[config.mk]
export PLATFORM = sky130hd
export DESIGN_NAME = mem_bus_arbiter
export DESIGN_NICKNAME = d
export VERILOG_FILES = /design/src/rtl/mem_arb_pkg.sv /design/src/rtl/arb_sat_counter.sv /design/src/rtl/mem_bus_arbiter.sv
export SDC_FILE = /design/constraint.sdc
export NUM_CORES = 1
export LEC_CHECK = 0
export BUFFER_PORTS_ARGS = -buffer_cell sky130_fd_sc_hd__buf_4
export CAP_MARGIN = 20
export CORE_MARGIN = 2
export CORE_UTILIZATION = 30
export DETAILED_ROUTE_END_ITERATION = 8
export MAX_ROUTING_LAYER = met4
export PLACE_DENSITY = 0.53
export REMOVE_ABC_BUFFERS = 1
export SETUP_SLACK_MARGIN = 0.5
export SLEW_MARGIN = 0
export SYNTH_ARGS = -nofsm -noshare
export SYNTH_HDL_FRONTEND = slang
export SYNTH_SLANG_ARGS = --single-unit
export TNS_END_PERCENT = 50
[constraint.sdc]
create_clock -name clk -period 4.7 [get_ports clk]
set_clock_uncertainty 0.1 [all_clocks]
set_input_delay 0.94 -clock clk [delete_from_list [all_inputs] [get_ports clk]]
set_output_delay 0.94 -clock clk [all_outputs]
set_load 0.005 [all_outputs]
[src/rtl/mem_arb_pkg.sv]
// Shared types and helpers for the memory bus arbiter.
package mem_arb_pkg;

   typedef enum logic [1:0] {
      IDLE     = 2'd0,
      REQ      = 2'd1,
      WAIT_RSP = 2'd2
   } arb_state_e;

   typedef enum logic {
      OWN_IF = 1'b0,
      OWN_D  = 1'b1
   } owner_e;

   function automatic int cnt_width(input int max_val);
      return (max_val < 2) ? 1 : $clog2(max_val + 1);
   endfunction

endpackage

[src/rtl/arb_sat_counter.sv]
// Saturating up-counter with synchronous clear; sat_o flags the terminal value.
module arb_sat_counter #(
   parameter int WIDTH = 3,
   parameter int MAX   = 4
) (
   input  logic clk,
   input  logic reset,
   input  logic clr_i,
   input  logic inc_i,
   output logic sat_o
);

   localparam logic [WIDTH-1:0] MAX_V = WIDTH'(MAX);

   logic [WIDTH-1:0] cnt_q;
   logic [WIDTH-1:0] cnt_d;

   always_comb begin
      cnt_d = cnt_q;
      if (clr_i) begin
         cnt_d = '0;
      end else if (inc_i && (cnt_q != MAX_V)) begin
         cnt_d = cnt_q + 1'b1;
      end
   end

   always_ff @(posedge clk or posedge reset) begin
      if (reset) begin
         cnt_q <= '0;
      end else begin
         cnt_q <= cnt_d;
      end
   end

   assign sat_o = (cnt_q == MAX_V);

endmodule

[src/rtl/mem_bus_arbiter.sv]
// Arbitrates one memory bus between instruction fetch and the data port,
// one transaction at a time, with starvation guard, timeout and fetch flush.
module mem_bus_arbiter
   import mem_arb_pkg::*;
#(
   parameter int ADDR_W     = 32,
   parameter int DATA_W     = 32,
   parameter int MAX_STARVE = 4,
   parameter int TIMEOUT    = 64
) (
   input  logic                clk,
   input  logic                reset,
   input  logic                if_req_valid,
   input  logic [ADDR_W-1:0]   if_req_addr,
   output logic                if_req_ready,
   input  logic                if_flush,
   output logic                if_rsp_valid,
   output logic [DATA_W-1:0]   if_rsp_rdata,
   output logic                if_rsp_err,
   input  logic                d_req_valid,
   input  logic [ADDR_W-1:0]   d_req_addr,
   input  logic                d_req_we,
   input  logic [DATA_W-1:0]   d_req_wdata,
   input  logic [DATA_W/8-1:0] d_req_be,
   output logic                d_req_ready,
   output logic                d_rsp_valid,
   output logic [DATA_W-1:0]   d_rsp_rdata,
   output logic                d_rsp_err,
   output logic                bus_req_valid,
   output logic [ADDR_W-1:0]   bus_req_addr,
   output logic                bus_req_we,
   output logic [DATA_W-1:0]   bus_req_wdata,
   output logic [DATA_W/8-1:0] bus_req_be,
   input  logic                bus_req_ready,
   input  logic                bus_rsp_valid,
   input  logic [DATA_W-1:0]   bus_rsp_rdata,
   input  logic                bus_rsp_err,
   output logic                busy
);

   localparam int BE_W = DATA_W / 8;

   arb_state_e          state_q, state_d;
   owner_e              owner_q, owner_d;
   logic [ADDR_W-1:0]   addr_q, addr_d;
   logic                we_q, we_d;
   logic [DATA_W-1:0]   wdata_q, wdata_d;
   logic [BE_W-1:0]     be_q, be_d;
   logic                drop_q, drop_d;
   logic                if_rsp_valid_q, d_rsp_valid_q;
   logic [DATA_W-1:0]   if_rsp_rdata_q, d_rsp_rdata_q;
   logic                if_rsp_err_q, d_rsp_err_q;

   logic                rsp_fire;
   logic [DATA_W-1:0]   rsp_rdata;
   logic                rsp_err;
   logic                if_fire, d_fire;
   logic                in_idle, fetch_wins, starve_sat, tmo_sat;

   assign in_idle      = (state_q == IDLE);
   assign fetch_wins   = if_req_valid & (~d_req_valid | starve_sat);
   assign if_req_ready = in_idle & fetch_wins;
   assign d_req_ready  = in_idle & d_req_valid & ~fetch_wins;

   // Counts consecutive arbitration losses of a waiting fetch.
   arb_sat_counter #(.WIDTH(cnt_width(MAX_STARVE)), .MAX(MAX_STARVE)) u_starve_cnt (
      .clk   (clk),
      .reset (reset),
      .clr_i (if_req_ready),
      .inc_i (d_req_ready & if_req_valid),
      .sat_o (starve_sat)
   );

   // Saturating at TIMEOUT-1 marks the last cycle a transaction may occupy the bus.
   arb_sat_counter #(.WIDTH(cnt_width(TIMEOUT - 1)), .MAX(TIMEOUT - 1)) u_tmo_cnt (
      .clk   (clk),
      .reset (reset),
      .clr_i (in_idle),
      .inc_i (~in_idle),
      .sat_o (tmo_sat)
   );

   always_comb begin
      state_d   = state_q;
      owner_d   = owner_q;
      addr_d    = addr_q;
      we_d      = we_q;
      wdata_d   = wdata_q;
      be_d      = be_q;
      drop_d    = drop_q;
      rsp_fire  = 1'b0;
      rsp_rdata = '0;
      rsp_err   = 1'b0;
      case (state_q)
         IDLE: begin
            drop_d = 1'b0;
            if (if_req_ready) begin
               owner_d = OWN_IF;
               addr_d  = if_req_addr;
               we_d    = 1'b0;
               wdata_d = '0;
               be_d    = '1;
               drop_d  = if_flush;
               state_d = REQ;
            end else if (d_req_ready) begin
               owner_d = OWN_D;
               addr_d  = d_req_addr;
               we_d    = d_req_we;
               wdata_d = d_req_wdata;
               be_d    = d_req_be;
               state_d = REQ;
            end
         end
         REQ: begin
            if (tmo_sat) begin
               rsp_fire = 1'b1;
               rsp_err  = 1'b1;
               state_d  = IDLE;
            end else if (bus_req_ready) begin
               state_d = WAIT_RSP;
            end
         end
         WAIT_RSP: begin
            // A real response arriving on the expiry cycle takes precedence.
            if (bus_rsp_valid) begin
               rsp_fire  = 1'b1;
               rsp_rdata = bus_rsp_rdata;
               rsp_err   = bus_rsp_err;
               state_d   = IDLE;
            end else if (tmo_sat) begin
               rsp_fire = 1'b1;
               rsp_err  = 1'b1;
               state_d  = IDLE;
            end
         end
         default: state_d = IDLE;
      endcase
      if (!in_idle && (owner_q == OWN_IF) && if_flush) begin
         drop_d = 1'b1;
      end
   end

   assign if_fire = rsp_fire & (owner_q == OWN_IF) & ~drop_d;
   assign d_fire  = rsp_fire & (owner_q == OWN_D);

   always_ff @(posedge clk or posedge reset) begin
      if (reset) begin
         state_q        <= IDLE;
         owner_q        <= OWN_IF;
         addr_q         <= '0;
         we_q           <= 1'b0;
         wdata_q        <= '0;
         be_q           <= '0;
         drop_q         <= 1'b0;
         if_rsp_valid_q <= 1'b0;
         if_rsp_rdata_q <= '0;
         if_rsp_err_q   <= 1'b0;
         d_rsp_valid_q  <= 1'b0;
         d_rsp_rdata_q  <= '0;
         d_rsp_err_q    <= 1'b0;
      end else begin
         state_q        <= state_d;
         owner_q        <= owner_d;
         addr_q         <= addr_d;
         we_q           <= we_d;
         wdata_q        <= wdata_d;
         be_q           <= be_d;
         drop_q         <= drop_d;
         if_rsp_valid_q <= if_fire;
         d_rsp_valid_q  <= d_fire;
         if (if_fire) begin
            if_rsp_rdata_q <= rsp_rdata;
            if_rsp_err_q   <= rsp_err;
         end
         if (d_fire) begin
            d_rsp_rdata_q <= rsp_rdata;
            d_rsp_err_q   <= rsp_err;
         end
      end
   end

   assign if_rsp_valid  = if_rsp_valid_q;
   assign if_rsp_rdata  = if_rsp_rdata_q;
   assign if_rsp_err    = if_rsp_err_q;
   assign d_rsp_valid   = d_rsp_valid_q;
   assign d_rsp_rdata   = d_rsp_rdata_q;
   assign d_rsp_err     = d_rsp_err_q;
   assign bus_req_valid = (state_q == REQ);
   assign bus_req_addr  = addr_q;
   assign bus_req_we    = we_q;
   assign bus_req_wdata = wdata_q;
   assign bus_req_be    = be_q;
   assign busy          = ~in_idle;

endmodule

---- Yosys cells after proc, flatten, opt, wreduce, memory -nomap -nowiden ----
Cells that the tools add are included.
word-level totals
  bits in registers ....................... 150
  input bits .............................. 141
  output and inout port bits .............. 141
  logic and storage cells ................. 82
operators by class
  $add $sub $neg .......................... 2
  equality and inequality tests ........... 9
  muxes and demuxes ....................... 31
  bitwise logic cells ..................... 14
  reduce and logical (&&, ||, !) cells .... 11
operators with widths
  operator             number
  $mux 32              6
  $mux 2               6
  $mux 6               2
  $mux 1               10
  $ne 3x3->1 const B   3
  $and 1x1->1          8
  $mux 4               2
  $add 6x1->6 const B  1
  $eq 6x6->1 const B   1
  $mux 3               2
  $ne 6x6->1 const B   1
  $pmux 2 s3           1
  $reduce_bool 2->1    3
  $not 1->1            5
  $logic_and 1x1->1    4
  $pmux 1 s2           2
  $add 3x1->3 const B  1
  $eq 3x3->1 const B   1
  $ne 3x1->1 const B   1
  $reduce_and 3->1     1
  $eq 2x1->1 const B   1
  $eq 2x2->1 const B   1
  $logic_not 2->1      1
  $reduce_and 2->1     1
  other kinds (2)      2

---- Logic depth before layout (Yosys ltp) ----
Gate-level depths: netlist (run 1).
  depth in word-level cells ............... 9
  depth in mapped cells ................... 8

---- By module ----
Synthesis (run 1) repeated with hierarchy kept, for this count alone.
unflattened totals
  cell total of the unflattened synthesis .. 539
  area, all modules ....................... 6206.0 um2
by module, submodules not included
  module                          instances  cells an instance  area each (um2)
  mem_bus_arbiter                 1          479                5631.7
  arb_sat_counter (u_tmo_cnt)     1          41                 372.9
  arb_sat_counter (u_starve_cnt)  1          19                 201.4

---- Least setup slack after synthesis (run 1) ----
OpenSTA, ideal clock, no wires.
  kind .................................... input -> output
  start point ............................. in if_req_valid
  end point ............................... out d_req_ready
  arrival time ............................ 1.822 ns
  path slack .............................. 1.838 ns
  cell stages on the path ................. 5
  buffers on the path ..................... 3
  path through ............................ clkbuf_1 o21ai_1 buf_2 buf_2 nor2_1
between the ends
  cells in the longest elaborated chain, start to end .. 3
RTL lines
  item                RTL line               text
  start: declaration  mem_bus_arbiter.sv:13  input logic if_req_valid,
  $and 1x1->1         mem_bus_arbiter.sv:61  assign fetch_wins = if_req_valid & (~d_req_valid | starve_sat);
  $not 1->1           mem_bus_arbiter.sv:63  assign d_req_ready = in_idle & d_req_valid & ~fetch_wins;
  $and 1x1->1         mem_bus_arbiter.sv:63
  end: declaration    mem_bus_arbiter.sv:25  output logic d_req_ready,
No other way between the ends.

---- Final worst setup path (run 1) ----
  start point ............................. reg state_q[0]
  end point ............................... out d_req_ready
between the ends
  cells in the longest elaborated chain, start to end .. 3
RTL lines
  item                       RTL line                text
  start: declaration         mem_bus_arbiter.sv:43   arb_state_e state_q, state_d;
  start signal: assignment   mem_bus_arbiter.sv:162  state_q <= state_d;
  $logic_not 2->1            mem_bus_arbiter.sv:60   assign in_idle = (state_q == IDLE);
  $and 1x1->1 (2 in series)  mem_bus_arbiter.sv:63
No other way between the ends.

==> run summary, run 1 <==
EDFF count, synth = 0
R2r worst-path depth = 6
Clock slew at reported path FFs = 0.06 ns
Detailed Place HPWL = 13.1 mm
Hold Crit Class = register to register
Reg area = 3750 sq um
Met3 layer usage reported by global route = 0.0787
Num CTS Buffers = 17
Post-cts resize count = 0
Iter 0 DRT Violations = 162
Crit path time final = 3.20 ns
Clock root buffer = clkbuf_16
Placer Congestion = 0.757
Die height = 152 um
Ys Warns = 0
Residual DRC = 0
Top-count cell post-synth = dfrtp_1
Starting density of the core = 0.303
TritonRoute pass-1 iters = 4
Share of the synthesized area in the top cell type = 0.574
Sequential fraction of the synthesis area = 0.574
Reg-to-reg startpoint = state_q[0]
DRT Wirelength = 18.4 mm
Leak Pwr = 5.19 nW
Post-DR wirelength/cell = 16.4 um
Final hold violations = 0
WP data arrival = 2.16 ns
Required @ worst endpoint = 3.66 ns
Crit end category = primary output
Worst-case hold path end point = bus_req_wdata[31]
Cts hold-fix bufs = 0
Achievable Freq = 0.313 GHz
Vias in the first global route = 5136
Sw Share = 0.321
GRT Max-Usage Layer = met2
Seq cells post-synth = 150
Via density = 4.46
Antenna cells = 0
Internal power = 3.47 mW
Number of post-CTS setup repair buffers = 0
Die X-Extent = 152 um
Post-synth cell types = 37
Hold path startpoint = bus_req_wdata[31]
Core area = 21600 sq um
Critical path launch point type = register
Setup Viol. Count Final = 0
Worst slack at placement = 1.59 ns
Main flop type after synthesis = dfrtp_1
GRT met2 Usage = 0.236
Rows = 54
Fin Hold WS = 0.381 ns
Setup WS post-layout = 1.50 ns
CP Max Fanout = 61
Mean post-synth cell area = 11.6 sq um
Clock Sinks = 150
Sequential power share = 0.388
Worst Setup SP = state_q[0]
Flop-to-flop setup slack = 1.73 ns
Slew @ Worst Pin = 0.905 ns
Slew Limit Fails = 0
Switching power = 1.64 mW
Combinational power share = 0.335
Instance count of the mapped netlist = 563
Full die area = 23000 sq um
All-Layer GR Usage = 0.164
Final period utilization = 0.680
# IOs = 282
M1 GR Usage = 0.209
CTS tree = done
Synth cell count leaders = dfrtp_1 (150), nand2_1 (108), o21ai_0 (74)
Via count = 5011
Status = completed
Hold path depth = 2
Fill count = 2108
Initial antenna violation count = 0
Clk Latency, worst-skew pair = 0.42 ns
Share of total power in the clock network = 0.277
Setup Crit Path Kind = register to primary output
Area of the multi-input gates = 2560 sq um
Reg-to-Reg End = if_rsp_rdata[9]
Port Buffers = 281
Cell area after synthesis = 6540 sq um
Area contributors post-synth = dfrtp_1 (57%), mux2_4 (6.7%), mux2_2 (6.2%)
First-pass GRT wire length = 28.1 mm
Layout cell share with drive strength beyond 1 = 0.464
Async S/R FF share, synth = 1.00
RSZ-0062 raised after global routing = no
Largest net degree at the start of global routing = 80
Power Dens Cells = 541 nW/um^2
MaxCap Viol Count = 0
Final nets = 978
Total gr overflow = 0
Post-synth top area cell = dfrtp_1
Slew HR = 0.397
CTS max path bufs = 2
Post-route ant nets = 0
Area Overhead vs Synth = 44.7%
CTS H-tree lvls = 4
Peak VDD IR = 0.255 mV
## power by group through the flow
stage          clock network, mW  logic, mW  registers (mW)
2_1_floorplan                  0      0.753            2.01
3_3_place_gp                   0       1.76            1.99
3_5_place_dp                   0       1.76            2.00
4_1_cts                     1.46       1.75            1.99
5_1_grt                     1.51       1.94            2.05
6_report                    1.42       1.71            1.99
## metrics by stage
stage | instance area (sq um) | utilization | setup TNS [ns] | instances | power (mW)
after global routing | 9470 | 0.438 | 0 | 1123 | 5.50
after CTS | 9470 | 0.438 | 0 | 1123 | 5.20
final | 9470 | 0.438 | 0 | 1123 | 5.12
after detailed placement | 8870 | 0.410 | 0 | 1092 | 3.76
after floorplan | 6330 | - | -128.87 | 526 | 2.76
after global placement | 8870 | 0.410 | 0 | 1092 | 3.74
## cell usage in the layout, fill, tap and decap left out, types with 10 or more instances in the layout
master	netlist	final
clkbuf_16	0	17
mux2_2	36	36
inv_1	11	10
nor2_1	11	11
o21ai_0	74	74
nand2_1	108	107
mux2_4	29	29
mux2i_1	35	35
buf_4	3	285
dfrtp_1	150	150
and3_1	30	30
## how the worst max path moves through the flow
stage,to,slack (ns),depth (start not counted)
after floorplan,if_req_ready,-1.55,2
after global placement,if_rsp_rdata[1],1.62,5
after detailed placement,if_req_ready,1.59,5
after CTS,d_req_ready,1.44,6
after global routing,d_req_ready,1.27,6
final,d_req_ready,1.50,6
## final cells by class
class	count	share of cell area
multi-input combinational	365	0.270
clock inverter	14	0.0185
sequential	150	0.396
inverter	11	0.00489
timing repair buffer	286	0.228
tap	280	0.0370
clock buffer	17	0.0449
## worst max-delay path, cell delays in order, from the launching register on
cell	delay [ns]
dfrtp_1	0.38
inv_1	0.11
ha_1	0.52
o21ai_4	0.12
buf_4	0.32
nor2_1	0.16
buf_4	0.12
## logic make-up after synthesis
family / share of synthesized area
buffers and inverters: 0.0381
muxes: 0.184
DFF: 0.574
AOI/OAI and AO/OA: 0.0717
and+or+nand+nor: 0.117
xor gates and xnor gates: 0.00402
adders and majority gates: 0.0115
## sequential cells by signal, indices dropped and copies added, names as in the netlist
name / flops
bus_req_wdata: 32
owner_q: 1
u_starve_cnt.cnt_q: 3
if_rsp_valid: 1
d_rsp_rdata: 32
d_rsp_valid: 1
u_tmo_cnt.cnt_q: 6
state_q: 2
if_rsp_err: 1
bus_req_addr: 32
d_rsp_err: 1
drop_q: 1
bus_req_we: 1
bus_req_be: 4
if_rsp_rdata: 32
## layer usage
layer,routed length (um),vias to the layer above
met5,0,-
met4,197,0
li1,-,2458
met2,7890,217
met3,2140,13
met1,8140,2323
Note: power is estimated with default switching activity, not from simulation.
==> run 2, diff against run 1 <==
ABC_AREA = 1   (was not set)
clock period = 2.6 ns   (was 4.7 ns; I/O delays follow)
==> run 2 against run 1 <==
  * Hold slack got worse by 0.34 ns
  * Synthesized cell count increased by 21%
  * Sequential share of layout area increased by 0.19 points
  * Via count increased by 14%
  * Critical path depth increased by 1
  * Critical endpoint is now if_req_ready
  * Largest power group is now combinational cells
==> run summary, run 2 <==
Status = completed
Instance count of the mapped netlist = 679 (+21%)
CP Max Fanout = 3 (-95%)
Slew Limit Fails = 0 (unchanged)
Setup Viol. Count Final = 0 (unchanged)
Layout cell share with drive strength beyond 1 = 0.372 (-0.0914)
Starting density of the core = 0.308 (+0.00545)
WP data arrival = 1.47 ns (-0.69 ns)
Die height = 149 um (-1.9%)
Residual DRC = 0 (unchanged)
Antenna cells = 0 (unchanged)
Crit path time final = 2.09 ns
TritonRoute pass-1 iters = 4 (unchanged)
All-Layer GR Usage = 0.193 (+0.0289)
Num CTS Buffers = 17 (unchanged)
Crit end category = primary output
Async S/R FF share, synth = 1.00 (unchanged)
Fill count = 2103 (-0.24%)
Slew @ Worst Pin = 0.490 ns (-0.415 ns)
Post-route ant nets = 0 (unchanged)
Detailed Place HPWL = 14.0 mm (+6.5%)
Seq cells post-synth = 150 (unchanged)
# IOs = 282 (unchanged)
Clock root buffer = clkbuf_16
Critical path launch point type = register
Clk Latency, worst-skew pair = 0.42 ns (about the same)
RSZ-0062 raised after global routing = yes
Power Dens Cells = 1040 nW/um^2 (+92%)
Post-synth cell types = 25 (-32%)
Iter 0 DRT Violations = 246 (+52%)
Leak Pwr = 5.13 nW (-1.0%)
Post-DR wirelength/cell = 16.4 um (+0.17%)
Area of the multi-input gates = 2170 sq um (-15%)
Vias in the first global route = 6063 (+18%)
Post-synth top area cell = dfrtp_1
Placer Congestion = 0.750 (-0.85%)
Flop-to-flop setup slack = 0.65 ns (-1.08 ns)
Final nets = 1107 (+13%)
Clock slew at reported path FFs = 0.06 ns (about the same)
Clock Sinks = 150 (unchanged)
CTS max path bufs = 2 (unchanged)
Main flop type after synthesis = dfrtp_1
Port Buffers = 281 (unchanged)
Final period utilization = 0.806
First-pass GRT wire length = 32.3 mm (+15%)
Setup Crit Path Kind = register to primary output
Most frequent cells in the layout = buf_4 (296), nand2_1 (151), dfrtp_1 (150), nor2_1 (100), nand3_1 (75)
Area contributors post-synth = dfrtp_1 (60%), nand2_1 (9.2%), nor2_1 (6.0%)
Fin Hold WS = 0.0413 ns (-0.339 ns)
Die X-Extent = 149 um (-1.9%)
Rows = 52 (-3.7%)
Total gr overflow = 0 (unchanged)
Cell area after synthesis = 6290 sq um (-3.8%)
Mean post-synth cell area = 9.27 sq um (-20%)
Reg area = 3750 sq um (unchanged)
Via density = 4.58 (+2.7%)
Share of the synthesized area in the top cell type = 0.597 (+0.0227)
Initial antenna violation count = 0 (unchanged)
Most common cell after layout, fill and taps aside = buf_4
Hold Crit Class = primary input to asynchronous set/reset pin
Achievable Freq = 0.477 GHz
Synth cell count leaders = nand2_1 (155), dfrtp_1 (150), nor2_1 (101)
CTS tree = done
Via count = 5693 (+14%)
Peak VDD IR = 0.610 mV (+140%)
CTS H-tree lvls = 4 (unchanged)
EDFF count, synth = 0 (unchanged)
Ys Warns = 0 (unchanged)
Final hold violations = 0 (unchanged)
Layout Utilization = 0.461 (+0.0233)
Sequential fraction of the synthesis area = 0.597 (+0.0227)
DRT Wirelength = 20.3 mm (+11%)
Slew HR = 0.674 (+0.277)
MaxCap Viol Count = 0 (unchanged)
Largest net degree at the start of global routing = 50 (-38%)
Setup TNS = 0 ns (unchanged)
Full die area = 22100 sq um (-3.7%)
Reg-to-reg startpoint = u_starve_cnt.cnt_q[0]
Worst Setup SP = u_starve_cnt.cnt_q[0]
Top-count cell post-synth = nand2_1
Core area = 20400 sq um (-5.5%)
Area Overhead vs Synth = 49.8%
Required @ worst endpoint = 1.98 ns (-1.68 ns)
-- run 2: power by group --
group / leakage (nW) / internal, mW / switching, mW
Sequential: 1.93 / 3.11 / 0.486
Combinational: 2.91 / 1.78 / 1.83
Clock: 0.290 / 1.54 / 1.03
Total: 5.13 / 6.43 / 3.34
-- run 2: per-stage QoR --
step	instance area (sq um)	setup slack [ns]	instances	power, mW
finish	9420	0.506	1242	9.77
global route	9420	0.413	1242	10.4
CTS	9390	0.476	1241	9.86
detailed placement	8690	0.489	1204	7.12
global placement	8690	0.534	1204	7.12
floorplan	6070	-2.06	638	5.06
-- run 2: layer usage --
metal / track usage / up-vias / routed length, um
li1: - / 2772 / -
met1: 0.247 / 2668 / 9010
met2: 0.295 / 231 / 9210
met3: 0.0651 / 22 / 1830
met4: 0.0524 / 0 / 295
met5: - / - / 0
-- run 2: area by class of cell --
cell class / count / share of cell area
clock buffer: 18 / 0.0466
sequential: 150 / 0.398
tap: 270 / 0.0359
clock inverter: 13 / 0.0181
timing repair buffer: 303 / 0.248
inverter: 55 / 0.0227
multi-input combinational: 433 / 0.231
-- run 2: final timing paths --
path | end | cells after the start
worst max-delay path | if_req_ready | 7
worst min-delay path | bus_req_wdata[19] | 2
min in group clk | bus_req_wdata[29] | 2
worst min register to register | d_rsp_rdata[26] | 2
max in group asynchronous | bus_req_addr[6] | 3
worst max register to register | if_rsp_rdata[19] | 11
-- run 2: cells by family after synthesis --
family	share of synthesized area
buffers and inverters	0.0686
AO/OA/AOI/OAI	0.0958
AND/OR/NAND/NOR	0.223
XOR/XNOR	0.00418
adder cells (fa/ha/maj)	0.0119
flip-flops	0.597
-- run 2: worst max-delay path, stage by stage, from the launching register on --
cell,delay [ns]
dfrtp_1,0.39
inv_2,0.09
ha_4,0.13
nand2_2,0.05
nand2_2,0.07
nand2_4,0.07
nor2_4,0.14
buf_6,0.12
-- run 2: timing repair --
item	in CTS	in global routing
endpoints found under the setup margin	14	56
gates cloned	0	0
pin swaps	4	4
buffers inserted	6	1
hold buffers	0	0
resized for setup	14	8
